### config.mk
export PLATFORM = sky130hd
export DESIGN_NAME = peripheral_interconnect
export DESIGN_NICKNAME = d
export VERILOG_FILES = /design/src/rtl/peripheral_bus_pkg.sv /design/src/rtl/periph_addr_decoder.sv /design/src/rtl/peripheral_interconnect.sv
export SDC_FILE = /design/constraint.sdc
export NUM_CORES = 1
export LEC_CHECK = 0
export CAP_MARGIN = 20
export CORE_AREA = 2 2 117 119
export CTS_BUF_LIST = sky130_fd_sc_hd__clkbuf_8 sky130_fd_sc_hd__clkbuf_16
export DETAILED_ROUTE_END_ITERATION = 10
export DIE_AREA = 0 0 119 121
export GPL_TIMING_DRIVEN = 0
export HOLD_SLACK_MARGIN = 0.12
export MAX_ROUTING_LAYER = met4
export PLACE_DENSITY = 0.77
export REMOVE_ABC_BUFFERS = 1
export SLEW_MARGIN = 20
export SYNTH_ARGS = -nofsm -noshare
export SYNTH_HDL_FRONTEND = slang
export SYNTH_SLANG_ARGS = --single-unit
### constraint.sdc
create_clock -name clk -period 5.4 [get_ports clk]
set_clock_uncertainty 0.05 [all_clocks]
set_input_delay 0.54 -clock clk [delete_from_list [all_inputs] [get_ports clk]]
set_output_delay 0.54 -clock clk [all_outputs]
set_load 0.01 [all_outputs]
### src/rtl/peripheral_bus_pkg.sv
// Shared types and helpers for the peripheral bus interconnect and its address decoder.
package peripheral_bus_pkg;

  typedef enum logic [1:0] {
    IDLE   = 2'd0,
    ACCESS = 2'd1,
    ERROR  = 2'd2,
    RESP   = 2'd3
  } pbus_state_t;

  localparam logic [31:0] DEFAULT_ERROR_DATA = 32'hDEAD_BEEF;

  // Width of a slave index; a single slave still needs one bit.
  function automatic int idx_width(input int n);
    return (n > 1) ? $clog2(n) : 1;
  endfunction

endpackage

### src/rtl/periph_addr_decoder.sv
// Combinational address decoder: maps a byte address onto one of NUM_SLAVES
// contiguous windows of 2**SPAN_BITS bytes starting at BASE_ADDRESS.
// Addresses below the base (unsigned wrap) or at/after the top edge are misses.
module periph_addr_decoder
  import peripheral_bus_pkg::*;
#(
  parameter int                    ADDR_WIDTH   = 32,
  parameter int                    NUM_SLAVES   = 4,
  parameter logic [ADDR_WIDTH-1:0] BASE_ADDRESS = 32'h0000_1000,
  parameter int                    SPAN_BITS    = 8,
  parameter int                    IDX_W        = idx_width(NUM_SLAVES)
) (
  input  logic [ADDR_WIDTH-1:0] addr_i,
  output logic                  hit_o,
  output logic [IDX_W-1:0]      idx_o,
  output logic [NUM_SLAVES-1:0] sel_o
);

  logic [ADDR_WIDTH-1:0] offset;
  logic [ADDR_WIDTH-1:0] window;

  // Window index from the offset; hit only if at/above base and below the top edge.
  always_comb begin
    offset = addr_i - BASE_ADDRESS;
    window = offset >> SPAN_BITS;
    hit_o  = (addr_i >= BASE_ADDRESS) && (window < ADDR_WIDTH'(NUM_SLAVES));
    idx_o  = window[IDX_W-1:0];
    sel_o  = '0;
    if (hit_o) sel_o[idx_o] = 1'b1;
  end

endmodule

### src/rtl/peripheral_interconnect.sv
// Peripheral interconnect: decodes core requests onto NUM_SLAVES windows, runs one
// transaction at a time and returns registered read data with a one-cycle response.
// Optional feature macro: PERIPH_TIMEOUT_EN (abort a hung slave after TIMEOUT_CYCLES).
//
//   state  | meaning
//   IDLE   | waiting for a request (ignores requests for one cycle after RESP)
//   ACCESS | strobe held on selected slave until it responds (or times out)
//   ERROR  | decode miss: load ERROR_DATA, set bus_error
//   RESP   | one-cycle completion pulse to the core
module peripheral_interconnect
  import peripheral_bus_pkg::*;
#(
  parameter int                    NUM_SLAVES     = 4,
  parameter int                    DATA_WIDTH     = 32,
  parameter int                    ADDR_WIDTH     = 32,
  parameter logic [ADDR_WIDTH-1:0] BASE_ADDRESS   = 32'h0000_1000,
  parameter int                    SPAN_BITS      = 8,
  parameter int                    TIMEOUT_CYCLES = 255,
  parameter logic [DATA_WIDTH-1:0] ERROR_DATA     = DEFAULT_ERROR_DATA
) (
  input  logic                             clk,
  input  logic                             rst,
  input  logic                             peripheral_read_request,
  input  logic                             peripheral_write_request,
  input  logic [ADDR_WIDTH-1:0]            peripheral_addr,
  input  logic [DATA_WIDTH-1:0]            peripheral_write_data,
  output logic [DATA_WIDTH-1:0]            peripheral_read_data,
  output logic                             peripheral_response,
  output logic                             bus_error,
  output logic [NUM_SLAVES-1:0]            slave_read,
  output logic [NUM_SLAVES-1:0]            slave_write,
  output logic [ADDR_WIDTH-1:0]            slave_addr,
  output logic [DATA_WIDTH-1:0]            slave_write_data,
  input  logic [NUM_SLAVES*DATA_WIDTH-1:0] slave_read_data,
  input  logic [NUM_SLAVES-1:0]            slave_response
);

  localparam int IDX_W = idx_width(NUM_SLAVES);

  pbus_state_t           state_q, state_d;
  logic                  dec_hit;
  logic [IDX_W-1:0]      dec_idx;
  logic [NUM_SLAVES-1:0] dec_sel;

  logic [ADDR_WIDTH-1:0] addr_q;
  logic [DATA_WIDTH-1:0] wdata_q;
  logic                  write_q;
  logic [IDX_W-1:0]      idx_q;
  logic [NUM_SLAVES-1:0] sel_q;
  logic [DATA_WIDTH-1:0] rdata_q;
  logic                  bus_err_q;
  logic                  hold_off_q;

  logic accept;
  logic sel_resp;
  logic timeout_hit;

  periph_addr_decoder #(
    .ADDR_WIDTH  (ADDR_WIDTH),
    .NUM_SLAVES  (NUM_SLAVES),
    .BASE_ADDRESS(BASE_ADDRESS),
    .SPAN_BITS   (SPAN_BITS),
    .IDX_W       (IDX_W)
  ) u_decoder (
    .addr_i(peripheral_addr),
    .hit_o (dec_hit),
    .idx_o (dec_idx),
    .sel_o (dec_sel)
  );

  assign accept   = (state_q == IDLE) && !hold_off_q &&
                    (peripheral_read_request || peripheral_write_request);
  assign sel_resp = slave_response[idx_q];

`ifdef PERIPH_TIMEOUT_EN
  localparam int TO_W = $clog2(TIMEOUT_CYCLES + 1);
  logic [TO_W-1:0] cnt_q;

  assign timeout_hit = (cnt_q == TO_W'(TIMEOUT_CYCLES - 1));

  // Cycles spent in ACCESS; restarts whenever a new transaction is accepted.
  always_ff @(posedge clk) begin
    if (rst)                     cnt_q <= '0;
    else if (accept)             cnt_q <= '0;
    else if (state_q == ACCESS)  cnt_q <= cnt_q + 1'b1;
  end
`else
  assign timeout_hit = 1'b0;
`endif

  // State register.
  always_ff @(posedge clk) begin
    if (rst) state_q <= IDLE;
    else     state_q <= state_d;
  end

  // Next-state logic; a slave response in the same cycle as the timeout wins.
  always_comb begin
    state_d = state_q;
    unique case (state_q)
      IDLE:    if (accept) state_d = dec_hit ? ACCESS : ERROR;
      ACCESS:  if (sel_resp || timeout_hit) state_d = RESP;
      ERROR:   state_d = RESP;
      RESP:    state_d = IDLE;
      default: state_d = IDLE;
    endcase
  end

  // Request latches, read-data capture and sticky error flag.
  always_ff @(posedge clk) begin
    if (rst) begin
      addr_q     <= '0;
      wdata_q    <= '0;
      write_q    <= 1'b0;
      idx_q      <= '0;
      sel_q      <= '0;
      rdata_q    <= '0;
      bus_err_q  <= 1'b0;
      hold_off_q <= 1'b0;
    end else begin
      hold_off_q <= (state_q == RESP);
      if (accept) begin
        addr_q  <= peripheral_addr;
        wdata_q <= peripheral_write_data;
        write_q <= peripheral_write_request;
        idx_q   <= dec_idx;
        sel_q   <= dec_sel;
      end
      if (state_q == ACCESS && sel_resp) begin
        rdata_q <= write_q ? '0 : slave_read_data[int'(idx_q)*DATA_WIDTH +: DATA_WIDTH];
      end else if ((state_q == ACCESS && timeout_hit) || state_q == ERROR) begin
        rdata_q   <= ERROR_DATA;
        bus_err_q <= 1'b1;
      end
    end
  end

  // Outputs decoded from state and latched request.
  always_comb begin
    slave_read           = '0;
    slave_write          = '0;
    if (state_q == ACCESS) begin
      if (write_q) slave_write = sel_q;
      else         slave_read  = sel_q;
    end
    peripheral_response  = (state_q == RESP);
    peripheral_read_data = rdata_q;
    bus_error            = bus_err_q;
    slave_addr           = addr_q;
    slave_write_data     = wdata_q;
  end

endmodule
Word-level counts from Yosys, hierarchy flattened
Cells that the tools add are included.
{"block": "word_totals", "input_bits": 200, "regBits": 107, "word_cells": 49}
{"block": "op_classes", "magnitude_cmp": 5, "n_reduce_logical": 11, "n_addsub": 1, "mux": 16, "bitwise": 1, "n_eq_ne": 5, "n_shift": 1}
{"operator": "variable part select 128 x 8 -> 32 bit", "n": 1}
{"operator": "2-to-1 mux 32 bit", "n": 3}
{"operator": "greater-or-equal comparator 32 x 13 -> 1 bit, second input constant", "n": 1}
{"operator": "subtractor 32 x 13 -> 32 bit, second input constant", "n": 1}
{"operator": "< comparator 24 x 3 -> 1 bit, second input constant", "n": 1}
{"operator": "2-to-1 mux 4 bit", "n": 5}
{"operator": "one-hot mux 2 bit (4 select lines)", "n": 1}
{"operator": "< comparator 2 x 3 -> 1 bit, second input constant", "n": 2}
{"operator": "2-to-1 mux 2 bit", "n": 3}
{"operator": "logical AND 1 bit", "n": 5}
{"operator": "equality test 2 bit, second input constant", "n": 2}
{"operator": "inequality test 2 bit, second input constant", "n": 2}
{"operator": "AND reduction 2 bit", "n": 2}
{"operator": "binary-select mux 1 bit (select 2 bit)", "n": 1}
{"operator": "demux 1 bit (select 2 bit)", "n": 1}
{"operator": "equality test 2 x 1 -> 1 bit, second input constant", "n": 1}
{"operator": "greater-or-equal comparator 2 x 1 -> 1 bit, second input constant", "n": 1}
{"operator": "logical NOT 2 bit", "n": 1}
{"operator": "2-to-1 mux 1 bit", "n": 2}
{"operator": "nonzero test 2 bit", "n": 1}
{"operator": "logical NOT 1 bit", "n": 1}
{"operator": "logical OR 1 bit", "n": 1}
{"operator": "inverter 1 bit", "n": 1}

Depth between registers and ports, before layout
Gate-level depths: netlist of the first run.
{"block": "logic_depth", "depth_word": 6, "ltp_mapped": 8, "mapped_depth_nobuf": 7}

By module
From an unflattened synthesis of the first run, not the netlist that was laid out.
{"block": "hier_totals", "hier_cells": 632, "hier_area_um2": 5617.9}
{"mod": "peripheral_interconnect", "cells_per_inst": 612, "area_each_um2": 5471.5, "seq_area_each_um2": 2142.1, "n_inst": 1}
{"mod": "periph_addr_decoder", "cells_per_inst": 20, "area_each_um2": 146.4, "seq_area_each_um2": 0.0, "n_inst": 1}

Least setup slack after synthesis of the first run
No wires, ideal clock.
{"block": "synth_path", "kind": "register to register", "from": "register, netlist name slave_addr[8]", "to": "register rdata_q[17] (netlist: peripheral_read_data[17])", "setup_time_ps": 128, "stages_incl_launch_ff": 7, "path_buffers": 2, "slack_ps": 3514, "synth_period_minus_slack_ps": 1886, "arrival_ps": 1709, "cell_sequence": "dfxtp_1 > buf_2 > buf_2 > mux4_2 > nor3b_1 > a31oi_1 > nor2_1"}
{"item": "end signal: assignment", "line_no": "peripheral_interconnect.sv:130", "rtl": "rdata_q <= write_q ? '0 : slave_read_data[int'(idx_q)*DATA_WIDTH +: DATA_WIDTH];"}
{"item": "end: declaration", "line_no": "peripheral_interconnect.sv:50", "rtl": "logic [DATA_WIDTH-1:0] rdata_q;"}

Worst setup path in the final report of the first run
{"block": "layout_path", "from": "register state_q[1]", "to": "output slave_read[2]"}
{"block": "layout_between", "elab_chain_cells": 2}
{"item": "start: declaration", "line_no": "peripheral_interconnect.sv:40", "rtl": "pbus_state_t state_q, state_d;"}
{"item": "start signal: assignment", "line_no": "peripheral_interconnect.sv:94", "rtl": "else state_q <= state_d;"}
{"item": "equality test 2 x 1 -> 1 bit", "line_no": "peripheral_interconnect.sv:142", "rtl": "if (state_q == ACCESS) begin"}
{"item": "2-to-1 mux 4 bit", "line_no": "peripheral_interconnect.sv:142"}
{"item": "end: declaration", "line_no": "peripheral_interconnect.sv:30", "rtl": "output logic [NUM_SLAVES-1:0] slave_read,"}
Every way passes these cells.

==> qor.yml, run 1 <==
outcome:
  status: "finished, final reports clean"
yosys:
  ys_warn_count: 0
  synth_top_family_by_area: "simple AND/OR/NAND/NOR gates"
  ys_ff_latch: 105
  ys_types: 40
  ys_seq_area_share_pct: 43.1
  synthMuxAreaShare_pct: 15.4
  synth.avg_cell_area_um2: 8.95
  syn_area_um2: 4880
  synth_xor_area_share_pct: 0.359
  synth_cells: 545
  synth_fa_ha_area_share_pct: 1.03
  synthSimpleGateAreaFrac_pct: 21.3
  synth_compound_area_share_pct: 14.5
worst_setup_path:
  cp-start-kind: "register"
  worstSetupEndpointType: "primary output"
  slowest_stage: "ha_2"
  rr_worst_depth: 4
  slowest_delay_ns: 0.61
  reg2reg_to: "peripheral_read_data[1]$_SDFFE_PP0P_"
  crit_arrival_ns: 2.38
  crit_fanout: 31
  worstPathCellList: "inv_1 -> ha_2 -> nor2b_1 -> and2_1 -> clkdlybuf4s50_1"
  required_ns: 4.81
  path_class: "reg2out"
  ff2ff_setup_slack_ns: 2.45
  r2r_start: "slave_addr[8]$_SDFFE_PP0P_"
  critPathLaunch: "state_q[1]$_SDFFE_PP0P_"
  critPathCapture: "slave_read[2]"
routing:
  viasPerCell: 5.28
  dr.pass1.iters: 5
  drt_iter0_drc: 369
  route.detailed.drc: 0
  drt.antenna.violating_nets: 0
  drt_wl_total_um: 18000
  wl_per_cell_um: 18.0
  vias: 5284
place:
  io_buffers: 305
  dpl.hpwl_um: 13300
  gp_congestion: 0.925
cells_and_area:
  fin_util_pct: 64.0
  drive_gt1_share_pct: 7.67
  area_growth_pct: 71.5
  num-nets-final: 1020
cts:
  cts_buffers: 9
  cts_tree: "built"
  htree_num_levels: 3
  clk-insertion-delay-late_ns: 0.35
  holdBufCountCts: 0
  post_cts_buffers: 0
  cts_resized: 0
  cts_root_buf: "clkbuf_16"
  clk_pin_slew_ns: 0.07
  clock-sinks: 105
  clk_path_buf_depth: 2
run:
  cap_violations: 0
timing:
  hold_violations: 0
  fin_crit_sh_pct: 55.1
  maxSlewHeadroom_pct: 36.8
  fin_crit_ns: 2.97
  worstMarginPinSlew_ns: 0.948
  slew_violations: 0
  rsz0062_at_grt: "no"
  fmax_mhz: 336
  setup_viol: 0
  whs_ns: 0.404
floorplan:
  die_h_um: 121
  die_width_um: 119
  ios: 306
  dieArea_um2: 14400
  start_util_pct: 37.3
  core_region_area_um2: 13100
  placementRows: 42
power_and_ir_drop:
  power_density_nw_per_um2: 386
  irDropWorstVdd_v: 0.000264
  power.leakage_nw: 2.95
global_route:
  antenna_found_initial: 3
  grt_overflow: 0
  grt_use_total_pct: 25.3
  grt_pass1_wl_um: 27400
  grt_max_degree: 66
  grt_pass1_vias: 5091
worst_hold_path:
  hold_class: "reg2reg"
[critical path, delay by kind of cell (launching register included)]
kind | cells | cell delay, ns
adder cells (fa/ha/maj) | 1 | 0.61
buffers and inverters | 2 | 0.62
flip-flops | 1 | 0.35
AND/OR/NAND/NOR | 2 | 0.45
[layer usage]
| metal | routed length [µm] | share of wire [%] | GRT usage (%) | vias to the layer above |
|---|---|---|---|---|
| met5 | 0 | 0 | - | - |
| li1 | - | - | - | 2476 |
| met2 | 9000 | 50 | 41.0 | 246 |
| met1 | 7020 | 39 | 29.8 | 2530 |
| met3 | 1490 | 8.3 | 6.91 | 32 |
| met4 | 508 | 2.8 | 10.8 | 0 |
[logic make-up after synthesis]
logic type	after synthesis
XOR/XNOR	2
buffers and inverters	53
AND/OR/NAND/NOR	213
AO/OA/AOI/OAI	134
flip-flops	105
adder cells (fa/ha/maj)	4
multiplexers	34
[registers in the layout (all words and copies together) (netlist names)]
signal,flops
bus_error,1
hold_off_q,1
peripheral_read_data,32
sel_q,4
slave_addr,32
slave_write_data,32
state_q,2
write_q,1
[worst min-delay path by stage]
stage | end | depth (start not counted) | start
after global placement | slave_write_data[29]$_SDFFE_PP0P_ | 2 | slave_write_data[29]$_SDFFE_PP0P_
after global routing | slave_addr[6]$_SDFFE_PP0P_ | 2 | slave_addr[6]$_SDFFE_PP0P_
after CTS | slave_addr[6]$_SDFFE_PP0P_ | 2 | slave_addr[6]$_SDFFE_PP0P_
final | slave_addr[6]$_SDFFE_PP0P_ | 2 | slave_addr[6]$_SDFFE_PP0P_
after detailed placement | slave_addr[6]$_SDFFE_PP0P_ | 2 | slave_addr[6]$_SDFFE_PP0P_
after floorplan | sel_q[3]$_SDFFE_PP0P_ | 2 | sel_q[3]$_SDFFE_PP0P_
[synthesized netlist by cell type]
library cell | number | area [µm²]
o41ai_1 | 1 | 8.76
a211oi_1 | 1 | 7.51
buf_1 | 3 | 11.3
xnor2_1 | 1 | 8.76
dfxtp_1 | 105 | 2100
nor4_4 | 1 | 21.3
and3_1 | 4 | 25.0
o21ai_1 | 2 | 10.0
xor2_1 | 1 | 8.76
a21o_1 | 1 | 7.51
nand4b_1 | 24 | 210
o31ai_1 | 1 | 7.51
nor2b_1 | 4 | 25.0
and2_1 | 4 | 25.0
mux4_2 | 33 | 743
clkbuf_1 | 37 | 139
a21oi_1 | 89 | 445
o21ai_0 | 27 | 135
or3_1 | 1 | 6.26
nand3b_1 | 2 | 15.0
nor3b_1 | 8 | 60.1
nor4_1 | 4 | 25.0
nand2_1 | 135 | 507
a32o_1 | 1 | 10.0
clkinv_1 | 1 | 3.75
nand2b_1 | 1 | 6.26
inv_1 | 3 | 11.3
buf_4 | 1 | 7.51
nor3_1 | 2 | 10.0
ha_1 | 4 | 50.1
nand2_2 | 2 | 12.5
o21a_1 | 1 | 7.51
nor4b_1 | 1 | 8.76
o31a_1 | 1 | 8.76
a22oi_1 | 1 | 7.51
nor2_1 | 15 | 56.3
nand3_1 | 5 | 25.0
a31oi_1 | 8 | 50.1
buf_2 | 8 | 40.0
mux2i_1 | 1 | 10.0
[area by class of cell]
class                      count  area, µm²
inverter                       4       15.0
timing repair buffer         309       3150
tap                          176        220
antenna                        3       7.51
multi-input combinational    387       2590
clock buffer                  10        239
clock inverter                 6       47.5
sequential                   105       2110
fill                        1060       4720
[cell usage in the layout (no fill, tap or decap), types with 5 or more instances in the layout]
master | netlist | final
a21oi_1 | 89 | 89
a31oi_1 | 8 | 8
clkbuf_16 | 0 | 9
clkdlybuf4s50_1 | 0 | 304
dfxtp_1 | 105 | 102
mux4_2 | 33 | 33
nand2_1 | 135 | 135
nand3_1 | 5 | 5
nand4b_1 | 24 | 24
nor2_1 | 15 | 15
nor3b_1 | 8 | 8
o21ai_0 | 27 | 26
[stage by stage]
| stage | TNS [ns] | worst slack, ns | cells | cell area, µm² | power, mW |
|---|---|---|---|---|---|
| 2_1_floorplan | 0 | 0.576 | 496 | 4680 | 1.81 |
| 3_3_place_gp | -110.92 | -2.09 | 977 | 7960 | 2.53 |
| 3_5_place_dp | 0 | 2.42 | 981 | 8070 | 2.60 |
| 4_1_cts | 0 | 2.04 | 997 | 8360 | 3.26 |
| 5_1_grt | 0 | 2.19 | 1000 | 8370 | 3.43 |
| 6_report | 0 | 2.43 | 1000 | 8370 | 3.23 |
[power by group]
group / switching (mW) / total, mW / internal, mW / leakage (nW)
sequential: 0.160 / 1.14 / 0.977 / 0.866
clock: 0.311 / 0.642 / 0.331 / 0.140
combinational: 0.670 / 1.45 / 0.779 / 1.94
total: 1.14 / 3.23 / 2.09 / 2.95
Note: power is estimated with default switching activity, not from simulation.
==> run 2, diff against run 1 <==
--- a/config.mk
+++ b/config.mk
@@ -6,10 +6,10 @@
 export NUM_CORES = 1
 export LEC_CHECK = 0
 export CAP_MARGIN = 20
-export CORE_AREA = 2 2 117 119
+export CORE_MARGIN = 2
+export CORE_UTILIZATION = 37
 export CTS_BUF_LIST = sky130_fd_sc_hd__clkbuf_8 sky130_fd_sc_hd__clkbuf_16
 export DETAILED_ROUTE_END_ITERATION = 10
-export DIE_AREA = 0 0 119 121
 export GPL_TIMING_DRIVEN = 0
 export HOLD_SLACK_MARGIN = 0.12
 export MAX_ROUTING_LAYER = met4
==> constraint.sdc (replaced) <==
create_clock -name clk -period 3.05 [get_ports clk]
set_clock_uncertainty 0.05 [all_clocks]
set_input_delay 0.305 -clock clk [delete_from_list [all_inputs] [get_ports clk]]
set_output_delay 0.305 -clock clk [all_outputs]
set_load 0.01 [all_outputs]
==> run 2 against run 1 <==
  * Non-clock buffer count stayed put
  * Via count is 1.2% lower
  * First-iteration DRC count is 10% lower
  * Register-to-register slack worse by 2.1 ns
  * Sequential power is 77% higher
  * Hold slack worse by 0.049 ns
  * Cell count is 0.60% lower
  * Utilization is 1.7 points higher
  * Critical path type unchanged
  * Critical endpoint is now slave_read[0]
  * Highest routed layer unchanged
==> qor.yml, run 2 (synthesized netlist as in run 1, its figures left out) <==
timing:
  slew_violations: 0  # unchanged
  setup_ws_ns: 0.288  # -2.14 ns
  fmax_mhz: 362
  rsz0062_at_grt: "no"
  maxSlewHeadroom_pct: 35.9  # -0.90 points
  fin_crit_ns: 2.76
  fin_crit_sh_pct: 90.5
  worstMarginPinSlew_ns: 0.961  # +0.0135 ns
  hold_violations: 0  # unchanged
  tns_ns: 0  # unchanged
  setup_viol: 0  # unchanged
power_and_ir_drop:
  power_mw: 5.79  # +79%
  irDropWorstVdd_v: 0.000534  # +100%
  power_density_nw_per_um2: 690  # +79%
  power.leakage_nw: 2.97  # +0.77%
global_route:
  grt_pass1_wl_um: 27800  # +1.8%
  grt_overflow: 0  # unchanged
  antenna_found_initial: 1  # -2
  grt_pass1_vias: 5178  # +1.7%
  grt_use_total_pct: 25.7  # +0.39 points
  grt_max_degree: 66  # unchanged
cts:
  post_cts_buffers: 0  # unchanged
  clk_path_buf_depth: 2  # unchanged
  clock-sinks: 105  # unchanged
  cts_root_buf: "clkbuf_16"
  clk_pin_slew_ns: 0.07  # about the same
  htree_num_levels: 3  # unchanged
  cts_tree: "built"
  cts_buffers: 9  # unchanged
  clk-insertion-delay-late_ns: 0.35  # about the same
cells_and_area:
  num-nets-final: 1020  # unchanged
  drive_gt1_share_pct: 7.55  # -0.12 points
  layout_common_cells: "clkdlybuf4s50_1, nand2_1, dfxtp_1"
  final_common_cell: "clkdlybuf4s50_1"
  area_growth_pct: 71.9
  fin_util_pct: 65.7  # +1.7 points
routing:
  dr.pass1.iters: 4  # -1
  wl_per_cell_um: 18.0  # about the same
  drt.antenna.violating_nets: 0  # unchanged
  vias: 5219  # -1.2%
  drt_wl_total_um: 17900  # -0.62%
  drt_iter0_drc: 332  # -10%
  route.detailed.drc: 0  # unchanged
  viasPerCell: 5.25  # -0.63%
outcome:
  status: "finished, final reports clean"
run:
  cap_violations: 0  # unchanged
worst_setup_path:
  slowest_stage: "ha_2"
  slowest_delay_ns: 0.61  # about the same
  crit_fanout: 31  # unchanged
  worstPathCellList: "inv_1 -> ha_2 -> nor2b_1 -> and2_1 -> clkdlybuf4s50_1"
  cp-start-kind: "register"
  path_class: "reg2out"
  crit_arrival_ns: 2.41  # +0.03 ns
  ff2ff_setup_slack_ns: 0.33  # -2.12 ns
  rr_worst_depth: 5  # +1
  path_buf_inv: 2  # unchanged
  cp_top_family: "buffers and inverters"
  reg2reg_to: "peripheral_read_data[29]$_SDFFE_PP0P_"
  required_ns: 2.69  # -2.12 ns
  r2r_start: "slave_addr[8]$_SDFFE_PP0P_"
  worstSetupEndpointType: "primary output"
worst_hold_path:
  hold-path-cell-count: 2  # unchanged
  hold_class: "in2reg"
  holdPathEnd: "peripheral_read_data[14]$_SDFFE_PP0P_"
  min_from: "rst"
place:
  gp_congestion: 0.796  # -14%
  pre_cts_ws_ns: 0.0445  # -2.37 ns
  dpl.hpwl_um: 13100  # -1.6%
  io_buffers: 305  # unchanged
floorplan:
  die_width_um: 119  # -0.13%
  core_region_area_um2: 12800  # -2.4%
  start_util_pct: 38.2  # +0.91 points
  die_h_um: 119  # -1.8%
  placementRows: 41  # -2.4%
  dieArea_um2: 14100  # -1.9%
  ios: 306  # unchanged
[run 2: worst max-delay path by stage]
stage / startpoint / end / slack, ns / cells after the start
floorplan: peripheral_write_request / sel_q[2]$_SDFFE_PP0P_ / -1.54 / 4
global placement: peripheral_write_request / sel_q[2]$_SDFFE_PP0P_ / -4.27 / 5
detailed placement: slave_addr[8]$_SDFFE_PP0P_ / peripheral_read_data[29]$_SDFFE_PP0P_ / 0.04 / 5
CTS: slave_addr[8]$_SDFFE_PP0P_ / peripheral_read_data[29]$_SDFFE_PP0P_ / 0.02 / 5
global route: slave_addr[8]$_SDFFE_PP0P_ / peripheral_read_data[16]$_SDFFE_PP0P_ / 0.14 / 4
finish: state_q[1]$_SDFFE_PP0P_ / slave_read[0] / 0.29 / 5
[run 2: final cells by class]
class                      count  area (µm²)
antenna                        1        2.50
clock buffer                   9         225
clock inverter                 7        77.6
fill                        1013        4390
inverter                       4        15.0
multi-input combinational    387        2590
sequential                   105        2110
tap                          172         215
timing repair buffer         309        3150
[run 2: through the flow]
step | std cells | hold slack [ns] | instance area (µm²)
after detailed placement | 977 | 0.398 | 8080
after CTS | 993 | 0.354 | 8380
final | 994 | 0.355 | 8390
after floorplan | 496 | 0.324 | 4680
after global placement | 973 | 0.391 | 7950
after global routing | 994 | 0.380 | 8390
[run 2: what timing repair did]
item	4_1_cts	5_1_grt
setup endpoints to repair	0	29
hold buffers	0	0
resized for setup	0	1
[run 2: power by group]
group	leakage [nW]	switching, mW	internal [mW]
Clock	0.151	0.548	0.647
Sequential	0.866	0.288	1.73
Combinational	1.95	1.19	1.38
[run 2: worst reg2reg max path, stage by stage (launching register included)]
cell,delay [ns]
dfxtp_4,0.80
mux4_2,0.91
nand2_4,0.47
nor3b_1,0.13
a31oi_1,0.18
nor2_1,0.06
[run 2: routing by layer]
| metal | vias to the layer above | track usage, % | routed length [µm] |
|---|---|---|---|
| met1 | 2471 | 29.1 | 6930 |
| li1 | 2477 | - | - |
| met3 | 22 | 7.81 | 1620 |
| met5 | - | - | 0 |
| met2 | 249 | 43.5 | 8990 |
| met4 | 0 | 8.48 | 371 |
==> run 3, diff against run 2 <==
--- a/config.mk
+++ b/config.mk
@@ -10,8 +10,8 @@
 export CORE_UTILIZATION = 37
 export CTS_BUF_LIST = sky130_fd_sc_hd__clkbuf_8 sky130_fd_sc_hd__clkbuf_16
 export DETAILED_ROUTE_END_ITERATION = 10
+export GPL_ROUTABILITY_DRIVEN = 0
 export GPL_TIMING_DRIVEN = 0
-export HOLD_SLACK_MARGIN = 0.12
 export MAX_ROUTING_LAYER = met4
 export PLACE_DENSITY = 0.77
 export REMOVE_ABC_BUFFERS = 1
==> results of run 3 <==
Final layout, timing and power as in run 2 (identical DEF).
